==> src/rtl/fft_pass_sequencer_if.sv <==
// fft_pass_sequencer_if: controller, grid memory and FFT sink/source signals of one FFT pass
interface fft_pass_sequencer_if #(
  parameter int ADDR_WIDTH = 11
);
  logic                  start;
  logic [2:0]            dim_in;
  logic                  direction_in;
  logic                  busy;
  logic                  done;
  logic                  err_timeout;
  logic                  err_framing;
  logic [2:0]            dim;
  logic                  memRdEn;
  logic [ADDR_WIDTH-1:0] memRdAddr;
  logic                  memWen;
  logic [ADDR_WIDTH-1:0] memWrAddr;
  logic                  FFTsinkReady;
  logic                  FFTsinkValid;
  logic                  FFTsop;
  logic                  FFTeop;
  logic                  FFTdirection;
  logic                  FFTsourceValid;
  logic                  FFTsourceSop;
  logic                  FFTsourceEop;
  logic                  FFTsourceReady;
  modport master (
    output start, dim_in, direction_in, FFTsinkReady, FFTsourceValid, FFTsourceSop, FFTsourceEop,
    input  busy, done, err_timeout, err_framing, dim, memRdEn, memRdAddr, memWen, memWrAddr,
           FFTsinkValid, FFTsop, FFTeop, FFTdirection, FFTsourceReady
  );
  modport slave (
    input  start, dim_in, direction_in, FFTsinkReady, FFTsourceValid, FFTsourceSop, FFTsourceEop,
    output busy, done, err_timeout, err_framing, dim, memRdEn, memRdAddr, memWen, memWrAddr,
           FFTsinkValid, FFTsop, FFTeop, FFTdirection, FFTsourceReady
  );
endinterface

==> src/rtl/fft_pass_sequencer.sv <==
// fft_pass_sequencer: streams one FFT pass from grid memory to the FFT core and writes results back in place
module fft_pass_sequencer #(
  parameter int FRAME_LEN     = 32,
  parameter int NUM_FRAMES    = 32,
  parameter int ADDR_WIDTH    = 11,
  parameter int DRAIN_TIMEOUT = 256
) (
  input logic                clk,
  input logic                rst,
  fft_pass_sequencer_if.slave io
);
  localparam int TOTAL = FRAME_LEN * NUM_FRAMES;
  localparam int CW    = ADDR_WIDTH + 1;
  localparam int LW    = $clog2(FRAME_LEN);
  localparam int IW    = $clog2(DRAIN_TIMEOUT + 1);
  typedef enum logic [1:0] {IDLE, FEED, DRAIN, DONE} state_t;
  state_t          state_q, state_d;
  logic [CW-1:0]   rd_cnt_q, rd_cnt_d, wr_cnt_q, wr_cnt_d;
  logic [IW-1:0]   idle_cnt_q, idle_cnt_d;
  logic [2:0]      dim_q, dim_d;
  logic            dir_q, dir_d;
  logic            err_to_q, err_to_d, err_fr_q, err_fr_d;
  logic            sink_vld_q, sop_q, eop_q;
  logic            busy, active, rd, acc, wen, fr_bad;
  always_comb begin
    busy       = state_q != IDLE;
    active     = state_q == FEED || state_q == DRAIN;
    rd         = state_q == FEED && io.FFTsinkReady && rd_cnt_q < CW'(TOTAL);
    acc        = active && io.FFTsourceValid;
    wen        = acc && wr_cnt_q < CW'(TOTAL);
    // beats past the end of the pass count as framing faults too
    fr_bad     = !wen || io.FFTsourceSop != (wr_cnt_q[LW-1:0] == '0) ||
                 io.FFTsourceEop != (&wr_cnt_q[LW-1:0]);
    rd_cnt_d   = rd_cnt_q + CW'(rd);
    wr_cnt_d   = wr_cnt_q + CW'(wen);
    idle_cnt_d = (state_q == DRAIN && !acc) ? idle_cnt_q + 1'b1 : '0;
    dim_d      = dim_q;
    dir_d      = dir_q;
    err_to_d   = err_to_q;
    err_fr_d   = err_fr_q || (acc && fr_bad);
    state_d    = state_q;
    case (state_q)
      IDLE: if (io.start) begin
        state_d  = FEED;
        rd_cnt_d = '0;
        wr_cnt_d = '0;
        dim_d    = io.dim_in;
        dir_d    = io.direction_in;
        err_to_d = 1'b0;
        err_fr_d = 1'b0;
      end
      FEED: state_d = (rd && rd_cnt_q == CW'(TOTAL - 1)) ? DRAIN : FEED;
      // the final beat has priority over a coincident timeout
      DRAIN: if (wr_cnt_d == CW'(TOTAL)) state_d = DONE;
        else if (idle_cnt_q == IW'(DRAIN_TIMEOUT)) begin
          state_d  = IDLE;
          err_to_d = 1'b1;
        end
      default: state_d = IDLE;
    endcase
  end
  always_ff @(posedge clk) begin
    if (rst) begin
      state_q    <= IDLE;
      rd_cnt_q   <= '0;
      wr_cnt_q   <= '0;
      idle_cnt_q <= '0;
      dim_q      <= '0;
      dir_q      <= 1'b0;
      err_to_q   <= 1'b0;
      err_fr_q   <= 1'b0;
      sink_vld_q <= 1'b0;
      sop_q      <= 1'b0;
      eop_q      <= 1'b0;
    end else begin
      state_q    <= state_d;
      rd_cnt_q   <= rd_cnt_d;
      wr_cnt_q   <= wr_cnt_d;
      idle_cnt_q <= idle_cnt_d;
      dim_q      <= dim_d;
      dir_q      <= dir_d;
      err_to_q   <= err_to_d;
      err_fr_q   <= err_fr_d;
      sink_vld_q <= rd;
      sop_q      <= rd && rd_cnt_q[LW-1:0] == '0;
      eop_q      <= rd && (&rd_cnt_q[LW-1:0]);
    end
  end
  assign io.busy           = busy;
  assign io.done           = state_q == DONE;
  assign io.err_timeout    = err_to_q;
  assign io.err_framing    = err_fr_q;
  assign io.dim            = busy ? dim_q : 3'b000;
  assign io.memRdEn        = rd;
  assign io.memRdAddr      = rd ? rd_cnt_q[ADDR_WIDTH-1:0] : '0;
  assign io.memWen         = wen;
  assign io.memWrAddr      = wen ? wr_cnt_q[ADDR_WIDTH-1:0] : '0;
  assign io.FFTsinkValid   = sink_vld_q;
  assign io.FFTsop         = sop_q;
  assign io.FFTeop         = eop_q;
  assign io.FFTdirection   = busy && dir_q;
  assign io.FFTsourceReady = active;
endmodule

==> src/flat_wrapper.sv <==
// flat-port wrapper written by rule: the top's interface ports become plain ports
module fft_pass_sequencer_flat 
#(
  parameter int FRAME_LEN     = 32,
  parameter int NUM_FRAMES    = 32,
  parameter int ADDR_WIDTH    = 11,
  parameter int DRAIN_TIMEOUT = 256
)
  (clk, rst, io_start, io_dim_in, io_direction_in, io_FFTsinkReady, io_FFTsourceValid, io_FFTsourceSop, io_FFTsourceEop, io_busy, io_done, io_err_timeout, io_err_framing, io_dim, io_memRdEn, io_memRdAddr, io_memWen, io_memWrAddr, io_FFTsinkValid, io_FFTsop, io_FFTeop, io_FFTdirection, io_FFTsourceReady);
  fft_pass_sequencer_if #(.ADDR_WIDTH(ADDR_WIDTH)) io_i ();
  input logic clk;
  input logic rst;
  input wire logic [$bits(io_i.start)-1:0] io_start;
  input wire logic [$bits(io_i.dim_in)-1:0] io_dim_in;
  input wire logic [$bits(io_i.direction_in)-1:0] io_direction_in;
  input wire logic [$bits(io_i.FFTsinkReady)-1:0] io_FFTsinkReady;
  input wire logic [$bits(io_i.FFTsourceValid)-1:0] io_FFTsourceValid;
  input wire logic [$bits(io_i.FFTsourceSop)-1:0] io_FFTsourceSop;
  input wire logic [$bits(io_i.FFTsourceEop)-1:0] io_FFTsourceEop;
  output wire logic [$bits(io_i.busy)-1:0] io_busy;
  output wire logic [$bits(io_i.done)-1:0] io_done;
  output wire logic [$bits(io_i.err_timeout)-1:0] io_err_timeout;
  output wire logic [$bits(io_i.err_framing)-1:0] io_err_framing;
  output wire logic [$bits(io_i.dim)-1:0] io_dim;
  output wire logic [$bits(io_i.memRdEn)-1:0] io_memRdEn;
  output wire logic [$bits(io_i.memRdAddr)-1:0] io_memRdAddr;
  output wire logic [$bits(io_i.memWen)-1:0] io_memWen;
  output wire logic [$bits(io_i.memWrAddr)-1:0] io_memWrAddr;
  output wire logic [$bits(io_i.FFTsinkValid)-1:0] io_FFTsinkValid;
  output wire logic [$bits(io_i.FFTsop)-1:0] io_FFTsop;
  output wire logic [$bits(io_i.FFTeop)-1:0] io_FFTeop;
  output wire logic [$bits(io_i.FFTdirection)-1:0] io_FFTdirection;
  output wire logic [$bits(io_i.FFTsourceReady)-1:0] io_FFTsourceReady;
  assign io_i.start = io_start;
  assign io_i.dim_in = io_dim_in;
  assign io_i.direction_in = io_direction_in;
  assign io_i.FFTsinkReady = io_FFTsinkReady;
  assign io_i.FFTsourceValid = io_FFTsourceValid;
  assign io_i.FFTsourceSop = io_FFTsourceSop;
  assign io_i.FFTsourceEop = io_FFTsourceEop;
  assign io_busy = io_i.busy;
  assign io_done = io_i.done;
  assign io_err_timeout = io_i.err_timeout;
  assign io_err_framing = io_i.err_framing;
  assign io_dim = io_i.dim;
  assign io_memRdEn = io_i.memRdEn;
  assign io_memRdAddr = io_i.memRdAddr;
  assign io_memWen = io_i.memWen;
  assign io_memWrAddr = io_i.memWrAddr;
  assign io_FFTsinkValid = io_i.FFTsinkValid;
  assign io_FFTsop = io_i.FFTsop;
  assign io_FFTeop = io_i.FFTeop;
  assign io_FFTdirection = io_i.FFTdirection;
  assign io_FFTsourceReady = io_i.FFTsourceReady;
  fft_pass_sequencer #(.FRAME_LEN(FRAME_LEN), .NUM_FRAMES(NUM_FRAMES), .ADDR_WIDTH(ADDR_WIDTH), .DRAIN_TIMEOUT(DRAIN_TIMEOUT)) u_core (.clk(clk), .rst(rst), .io(io_i));
endmodule
==> config.mk <==
export PLATFORM = sky130hd
export DESIGN_NAME = fft_pass_sequencer_flat
export DESIGN_NICKNAME = d
export VERILOG_FILES = /design/src/rtl/fft_pass_sequencer_if.sv /design/src/rtl/fft_pass_sequencer.sv /design/src/flat_wrapper.sv
export SDC_FILE = /design/constraint.sdc
export NUM_CORES = 1
export LEC_CHECK = 0
export ABC_CLOCK_PERIOD_IN_PS = 3600
export CAP_MARGIN = 25
export CORE_MARGIN = 3
export CORE_UTILIZATION = 51
export DETAILED_ROUTE_END_ITERATION = 8
export GPL_TIMING_DRIVEN = 0
export PLACE_DENSITY = 0.79
export SLEW_MARGIN = 15
export SYNTH_ARGS = -nofsm -noshare
export SYNTH_HDL_FRONTEND = slang
export SYNTH_SLANG_ARGS = --single-unit
==> constraint.sdc <==
create_clock -name clk -period 3.6 [get_ports clk]
set_input_delay 0.72 -clock clk [delete_from_list [all_inputs] [get_ports clk]]
set_output_delay 0.72 -clock clk [all_outputs]
set_load 0.01 [all_outputs]
# == Word level (Yosys, flattened, before mapping) ==
# Index checks and enable logic that the tools add are counted.
# classes
add_sub_neg,3
n_eq_ne,12
n_lt_le_gt_ge,2
n_reduce_logical,27
mux,18
n_bitwise,1
# ops
operator,n
12-bit two-way mux,4
12-bit by 1-bit adder with 12-bit output,2
12-bit by 11-bit less-than comparator with 1-bit output (second input constant),2
11-bit two-way mux,2
12-bit by 10-bit equality test with 1-bit output (second input constant),1
12-bit by 11-bit equality test with 1-bit output (second input constant),1
1-bit logical AND,10
5-bit zero test,2
5-bit AND reduction,2
9-bit by 1-bit adder with 9-bit output (second input constant),1
9-bit equality test (second input constant),1
2-bit two-way mux,4
2-bit != test (second input constant),3
2-bit one-hot mux with 3 select lines,1
1-bit two-way mux,5
2-bit equality test (second input constant),2
1-bit logical OR,4
2-bit AND reduction,2
4-bit AND reduction,1
2-bit nonzero test,2
3-bit two-way mux,1
3-bit != test (second input constant),1
2-bit by 1-bit equality test with 1-bit output (second input constant),1
1-bit zero test,2
other kinds (5),6
# totals
inputBits,11
reg_bits,44

# == Logic depth before layout (Yosys ltp) ==
# depth
word_depth,11
depth_mapped,13

# == Worst setup path before layout ==
# Ideal clock, no wire load.
# synth_path
kind,register -> register
start,register u_core.state_q[0]
end,register u_core.state_q[0]
arrival_ns,3.316
setup_slack_ns,0.209
required_ns,3.526
path_stages_with_launch,14
n_path_buf,1
setup_time_ns,0.074
cell_sequence,dfxtp_1 -> inv_1 -> ha_1 -> nand2_1 -> nor3_1 -> ha_1 -> ha_1 -> clkbuf_2 -> nand3_1 -> or2_4 -> a311o_1 -> a41oi_1 -> o21ai_1 -> a31oi_1
# synth_between
elab_chain_cells,8
elab_cells_between_ends,17
classes_between,add/sub (1); eq/ne (5); mux (3); reduce/logical (8)
# synth_rtl
element,line_no,text
"start, declared",fft_pass_sequencer.sv:17,"state_t state_q, state_d;"
"start signal, assigned",fft_pass_sequencer.sv:76,state_q <= state_d;
2-bit by 1-bit equality test with 1-bit output or 2-bit equality test (tied branches),fft_pass_sequencer.sv:27,active = state_q == FEED || state_q == DRAIN;
1-bit logical OR *,fft_pass_sequencer.sv:27,
named net io_FFTsourceReady,flat_wrapper.sv:33,output wire logic [$bits(io_i.FFTsourceReady)-1:0] io_FFTsourceReady;
1-bit logical AND *,fft_pass_sequencer.sv:29,acc = active && io.FFTsourceValid;
1-bit logical AND *,fft_pass_sequencer.sv:30,wen = acc && wr_cnt_q < CW'(TOTAL);
named net io_memWen,flat_wrapper.sv:27,output wire logic [$bits(io_i.memWen)-1:0] io_memWen;
12-bit by 1-bit adder with 12-bit output *,fft_pass_sequencer.sv:35,wr_cnt_d = wr_cnt_q + CW'(wen);
12-bit by 11-bit equality test with 1-bit output *,fft_pass_sequencer.sv:54,DRAIN: if (wr_cnt_d == CW'(TOTAL)) state_d = DONE;
2-bit two-way mux or 3-bit != test (tied branches),-,
2-bit one-hot mux with 3 select lines or 2-bit AND reduction (tied branches),-,
# Mark *: on every way through the listed nets, which the timed path passes. The rest lies on a longest branch.
# A chain may end at the register's enable or synchronous reset.

# == Worst setup path in the final report ==
# layout_path
start,input port io_FFTsourceValid
end,register u_core.state_q[1]
# layout_between
elab_chain_cells,6
elab_cells_between_ends,8
classes_between,add/sub (1); eq/ne (2); mux (2); reduce/logical (3)
# layout_rtl
element,line_no,text
"start, declared",flat_wrapper.sv:17,input wire logic [$bits(io_i.FFTsourceValid)-1:0] io_FFTsourceValid;
1-bit logical AND *,fft_pass_sequencer.sv:29,
1-bit logical AND *,fft_pass_sequencer.sv:30,
12-bit by 1-bit adder with 12-bit output *,fft_pass_sequencer.sv:35,
12-bit by 11-bit equality test with 1-bit output *,fft_pass_sequencer.sv:54,
2-bit two-way mux or 3-bit != test (tied branches),-,
2-bit one-hot mux with 3 select lines or 2-bit AND reduction (tied branches),-,
# Mark *: on every way between the ends. The rest lies on a longest branch, timed or not.

==> qor.csv <==
stage,metric,value,unit
outcome,status,"complete, no violations",
cells_and_area,multi_input_area,0.00134,mm²
floorplan,die_x,74.0,µm
timing,hold_violations,0,
hold_path,hold_start,u_core.dim_q[2]$_SDFFE_PP0P_,
yosys,synth.distinct_cells,44,
setup_path,worstPathArrival,3.56,ns
power_and_ir_drop,p_comb_frac,0.087,
clocking,cts.sinks,44,
hold_path,hold_class,reg2reg,
setup_path,slowest_delay,0.45,ns
power_and_ir_drop,p_total,869,µW
timing,finalClockSkew,0.00512,ns
floorplan,core,0.00441,mm²
detailed_routing,drt_iter0_drc,141,
power_and_ir_drop,power_switching,208,µW
hold_path,holdPathEnd,u_core.dim_q[2]$_SDFFE_PP0P_,
setup_path,cp.required,3.83,ns
placement,gp_congestion,0.799,
grt,grt-busiest-layer,met2,
clocking,clk_latency,0.30,ns
placement,portBuffers,43,
hold_path,holdPathStages,2,
timing,slew_violations,0,
yosys,syn-cell-area,0.00236,mm²
setup_path,regToRegEndpoint,u_core.state_q[1]$_SDFFE_PP0P_,
power_and_ir_drop,powerDensity,293,mW/mm²
detailed_routing,wl_per_cell,13.0,µm
timing,setup_tns,0,ns
yosys,ys_seq_area_frac,0.373,
clocking,cts_root_buffer,clkbuf_8,
timing,fmax,0.300,GHz
cells_and_area,drive_gt1_frac,0.0818,
cells_and_area,register_area,881,µm²
setup_path,worst-path-buf-inv,2,
cells_and_area,layout.nets,351,
clocking,hold_buffers,0,
timing,finalCritPeriodShare,0.925,
yosys,yosys-top-cells-area,"dfxtp_1, nor2_1, xor2_1",
floorplan,die_h,74.0,µm
detailed_routing,firstDrtPassIters,4,
power_and_ir_drop,peakVddDrop,0.000275,V
setup_path,worstPathCellList,clkdlybuf4s50_1 -> nand2_1 -> nor3_4 -> ha_1 -> ha_1 -> clkbuf_2 -> nand3_1 -> or2_4 -> a311o_1 -> a41oi_1 -> o21ai_1 -> a31oi_1,
grt,grt_usage,0.191,
detailed_routing,ant_nets,0,
grt,grt_use_met3,0.0541,
setup_path,cp-end-kind,flop,
grt,antenna_found_initial,0,
flow_run,cap_violations,0,
cells_and_area,syn_to_final_growth,25.6,%
power_and_ir_drop,p_leak,0.00107,µW
clocking,cts_tree,done,
timing,rsz0062_at_grt,no,
setup_path,path_delay_family,compound AO/OA/AOI/OAI gates,
detailed_routing,post-route-drc-count,0,
power_and_ir_drop,switching_share,0.240,
grt,use_met2,0.316,
yosys,ys_seq_elements,44,
clocking,clock_path_buffers,2,
grt,grt_max_degree,13,
timing,holdWs,0.458,ns
placement,dp_hpwl,3.58,mm
detailed_routing,via_per_inst,5.32,
setup_path,crit_top_cell,ha_1,
setup_path,path_class,in2reg,
cells_and_area,mostFrequentLayoutCells,"dfxtp_1, clkdlybuf4s50_1, nor2_1",
placement,place_ws,-0.631,ns
timing,final-setup-viol-count,0,
floorplan,dieArea,0.00548,mm²
yosys,synth_top_area_share,0.373,
setup_path,r2r_slack,0.36,ns
yosys,yosysWarnings,0,
yosys,yosysTopAreaCell,dfxtp_1,
setup_path,cp-start-kind,input port,
timing,final.setup.worst_slack,0.269,ns
grt,grt_pass1_vias,1832,
yosys,synthFlopType,dfxtp_1,
detailed_routing,vias,2033,
setup_path,critical_path.slowest_cell,clkdlybuf4s50_1,
yosys,avgSynthCellArea,8.51,µm²
placement,dpl_cell_area,0.00286,mm²
cells_and_area,final.fill_count,387,
yosys,ys_async_sr_fraction,0,
detailed_routing,wl,4.96,mm
yosys,synthCells,277,
yosys,synth_edf_count,0,
cells_and_area,design_area,0.00296,mm²
grt,grt.met1_usage,0.240,
cells_and_area,n_antenna_cell,0,
power_and_ir_drop,power_frac_seq,0.570,
grt,grt_pass1_wl,8.20,mm
cells_and_area,layout_commonest_cell,dfxtp_1,
clocking,cts_buffers,5,
setup_path,worst-r2r-cell-count,13,
setup_path,rr_startpoint,u_core.state_q[0]$_SDFFE_PP0P_,
floorplan,ioPinCount,47,
floorplan,rows,24,
power_and_ir_drop,clockPowerShare,0.343,
grt,overflow,0,
clocking,htree_num_levels,2,
floorplan,start_util,0.534,
clocking,cts.clk_slew.worst_paths,0.08,ns
setup_path,cp_max_fo,7,
timing,min_period,3.33,ns
power_and_ir_drop,intPower,661,µW
[how the worst max path moves through the flow]
stage                     depth (start not counted)                             end  slack, ns                            from
after floorplan                                  13  u_core.state_q[0]$_SDFFE_PP0P_       0.21  u_core.state_q[0]$_SDFFE_PP0P_
after global placement                           10  u_core.state_q[0]$_SDFFE_PP0P_      -0.56               io_FFTsourceValid
after detailed placement                         12  u_core.state_q[1]$_SDFFE_PP0P_      -0.63               io_FFTsourceValid
after CTS                                        12  u_core.state_q[1]$_SDFFE_PP0P_       0.03               io_FFTsourceValid
after global routing                             12  u_core.state_q[0]$_SDFFE_PP0P_       0.07               io_FFTsourceValid
final                                            12  u_core.state_q[1]$_SDFFE_PP0P_       0.27               io_FFTsourceValid
[power by group through the flow]
stage	Combinational (µW)	Sequential, µW	Clock (µW)
global route	84.4	496	322
CTS	73.6	496	306
floorplan	40.5	507	0
global placement	72.3	507	0
finish	75.3	496	298
detailed placement	73.0	507	0
[logic make-up (layout without fill, tap and decap cells)]
kind of cell	count (synthesis)	in the layout	synth area share
xor+xnor	26	26	0.0965
flops	44	44	0.373
other cells	1	2	0.00159
buf+inv	25	77	0.0631
compound gates	28	28	0.0875
fa+ha+maj	10	10	0.0531
simple gates	143	143	0.325
[registers in the layout, indices dropped and copies added (netlist names)]
name,flops
u_core.io.err_framing,1
u_core.wr_cnt_q,12
u_core.io.FFTsop,1
u_core.state_q,2
u_core.io.FFTsinkValid,1
u_core.idle_cnt_q,9
u_core.io.FFTeop,1
u_core.rd_cnt_q,12
u_core.dim_q,3
u_core.io.err_timeout,1
u_core.dir_q,1
[synth_stat cells, drive strengths merged (2+ instances only)]
cell,number
nor2b,4
buf,9
xnor2,10
nor4b,2
nor3,5
a31oi,4
dfxtp,44
clkbuf,8
nor2,38
nand2b,2
or3,4
nand3b,3
a21oi,10
and3,4
nor4,5
and2,24
nand3,17
inv,8
or4,2
nand2,15
xor2,16
o21ai,7
ha,10
or2,2
and4,2
nand4,12
[worst min-delay path, delay by kind of cell (launching register included)]
kind,cells,cell delay (ns)
flops,1,0.31
simple gates,1,0.05
compound gates,1,0.05
[metrics by stage]
stage / utilization / cells
2_1_floorplan: - / 278
3_3_place_gp: 0.647 / 373
3_5_place_dp: 0.647 / 373
4_1_cts: 0.666 / 380
5_1_grt: 0.671 / 382
6_report: 0.671 / 382
[routing by layer]
layer,up-vias,share of wire
li1,1052,-
met1,929,0.46
met2,43,0.48
met3,9,0.047
met4,0,0.016
met5,-,0
[cell type report]
type	count	share of cell area
Clock inverter	1	0.00169
Tap cell	52	0.0220
Inverter	8	0.0101
Buffer	17	0.0401
Timing Repair Buffer	45	0.150
Multi-Input combinational cell	209	0.454
Sequential cell	44	0.297
Clock buffer	6	0.0245
[repair_timing]
action	CTS	global route
pin swaps	0	1
setup endpoints to repair	6	2
gates resized for setup	1	1
buffers inserted	0	2
No activity file was read; power rests on OpenSTA's default activity.
==> RTL edit: new RTL, same settings <==
Encoding of `state_t`: now one-hot (4 bits for 4 states).
--- a/src/rtl/fft_pass_sequencer.sv
+++ b/src/rtl/fft_pass_sequencer.sv
@@ -14,5 +14,5 @@
   localparam int LW    = $clog2(FRAME_LEN);
   localparam int IW    = $clog2(DRAIN_TIMEOUT + 1);
-  typedef enum logic [1:0] {IDLE, FEED, DRAIN, DONE} state_t;
+  typedef enum logic [3:0] {IDLE = 4'b0001, FEED = 4'b0010, DRAIN = 4'b0100, DONE = 4'b1000} state_t;
   state_t          state_q, state_d;
   logic [CW-1:0]   rd_cnt_q, rd_cnt_d, wr_cnt_q, wr_cnt_d;
Behaviour: same outputs for any inputs over 10 cycles, from zero or initial values and one cycle with rst high; not proved beyond that.
==> RTL edit against the unedited design <==
First-iteration DRC count decreased by 26%. Design area decreased by 0.38%. Fmax increased by 2.6%. Synthesized area decreased by 1.2%. Worst setup slack improved by 0.084 ns. Non-clock buffer count decreased by 8. Total power increased by 17%. Sequential cell count increased by 2. Via count decreased by 6.0%. Wire length decreased by 2.2%. Sequential power increased by 6.5%.
==> RTL edit: results (changes against the unedited design) <==
Worst setup path
  • Worst-path maximum fanout: 11 (was 7)
  • Delay-heaviest family, CP: simple AND/OR/NAND/NOR gates (was compound AO/OA/AOI/OAI gates)
  • Worst reg2reg path depth: 12 (was 13)
  • Reg2reg setup slack: 0.39 ns (was 0.36 ns)
  • WP data arrival: 3.42 ns (was 3.56 ns)
  • Largest stage delay, worst path: 0.48 ns (was 0.45 ns)
  • Crit-path slowest cell: clkdlybuf4s50_1 (unchanged)
  • RR Startpoint: u_core.state_q[2]$_SDFFE_PP0P_ (was u_core.state_q[0]$_SDFFE_PP0P_)
  • Critical path endpoint: u_core.state_q[2]$_SDFFE_PP0P_ (was u_core.state_q[1]$_SDFFE_PP0P_)

Timing
  • Worst Setup Slack, final: 0.353 ns (was 0.269 ns)
  • Layout Skew: 0.00599 ns (was 0.00512 ns)
  • Hold slack: 0.463 ns (was 0.458 ns)

Global routing
  • Largest net degree at the start of global routing: 16 (was 13)
  • GRT Total Usage: 0.191 (about the same)
  • Vias in the first global route: 1826 (was 1832)
  • First-pass GRT wire length: 8160 um (was 8200 um)

Place
  • Placer Congestion: 0.782 (was 0.799)
  • DP Worst Slack: 0.0363 ns (was -0.631 ns)
  • Port-buffer cells: 44 (was 43)
  • Detailed placer's ending HPWL: 3600 um (was 3580 um)

Final layout
  • Filler Cell Count: 349 (was 387)
  • NumNets Final: 331 (was 351)
  • Layout cell share with drive strength beyond 1: 0.117 (was 0.0818)

Hold path
  • Critical hold path startpoint: u_core.dim_q[2]$_SDFFE_PP0P_ (unchanged)
  • Hold WC Path Type: reg -> reg (unchanged)

Clocking
  • Worst skew pair latency: 0.30 ns (about the same)
  • Post-CTS sizing: 0 (was 1)
  • H-tree depth: 2 (unchanged)

Power and ir drop
  • Worst VDD drop: 0.000223 V (was 0.000275 V)
  • Leak: 0.00104 uW (was 0.00107 uW)
  • Sw power: 243 uW (was 208 uW)

Synth
  • Top post-synthesis cells by area: dfxtp_1 (40%), and2_1 (7.0%), xnor2_1 (6.0%), xor2_1 (5.3%), nor2_1 (5.0%) (was dfxtp_1 (37%), nor2_1 (6.0%), xor2_1 (5.9%), and2_1 (5.6%), ha_1 (5.3%))
  • Async S/R FF share, synth: 0 (unchanged)
  • Unique cell type count in the Yosys netlist: 47 (was 44)
  • Post-synth top cells: dfxtp_1 (46), nor2_1 (31), and2_1 (26) (was dfxtp_1 (44), nor2_1 (38), and2_1 (21))
  • Register area share after synthesis: 0.395 (was 0.373)

Detailed routing
  • DRT iter0 DRCs: 105 (was 141)
  • Drt wl/cell: 13.3 um (was 13.0 um)
  • Vias per cell: 5.24 (was 5.32)

Status
  • Outcome: completed (unchanged)
## RTL edit: changes by cell type after synthesis, sizes merged, moves of 5 or more
cell,before,now
nand3,17,22
nand4,12,4
o21ai,7,2
xnor2,10,16
clkbuf,8,2
nor4b,2,7
## RTL edit: logic make-up after synthesis
group / synth area share
fa+ha+maj: 0.0322
compound gates: 0.0516
buf+inv: 0.0414
simple gates: 0.365
flops: 0.395
other cells: 0.00161
xor+xnor: 0.113
## RTL edit: layout make-up
cell class | count | share of cell area
tap | 50 | 0.0212
buffer | 10 | 0.0225
multi-input combinational | 199 | 0.446
inverter | 8 | 0.0102
clock inverter | 3 | 0.0153
sequential | 46 | 0.312
timing repair buffer | 44 | 0.149
clock buffer | 5 | 0.0233
## RTL edit: worst register-to-register path: cells and delay by family (launching register included)
family	cells	cell delay, ns
compound gates	2	0.39
xor+xnor	1	0.12
fa+ha+maj	2	0.58
flops	1	0.50
simple gates	7	1.49
## RTL edit: metrics by stage
stage,setup TNS [ns],cell area (sq um),cells,power (uW),util
after floorplan,0,2330,263,600,-
after global placement,-0.00413,2840,357,645,0.675
after detailed placement,0,2840,357,648,0.675
after CTS,0,2950,365,1030,0.702
after global routing,0,2950,365,1060,0.702
final,0,2950,365,1020,0.702
## RTL edit: power groups by stage
stage / clock network, uW / registers [uW] / logic, uW
final: 383 / 528 / 106
after global routing: 408 / 530 / 117
after CTS: 393 / 528 / 108
after detailed placement: 0 / 540 / 107
after global placement: 0 / 539 / 105
after floorplan: 0 / 539 / 61.6
## RTL edit: per-layer routing
metal / vias to the layer above / global-route usage / routed length [um]
met5: - / 0 / 0
li1: 988 / - / -
met2: 44 / 0.315 / 2320
met3: 8 / 0.0451 / 204
met1: 871 / 0.242 / 2270
met4: 0 / 0.0704 / 59
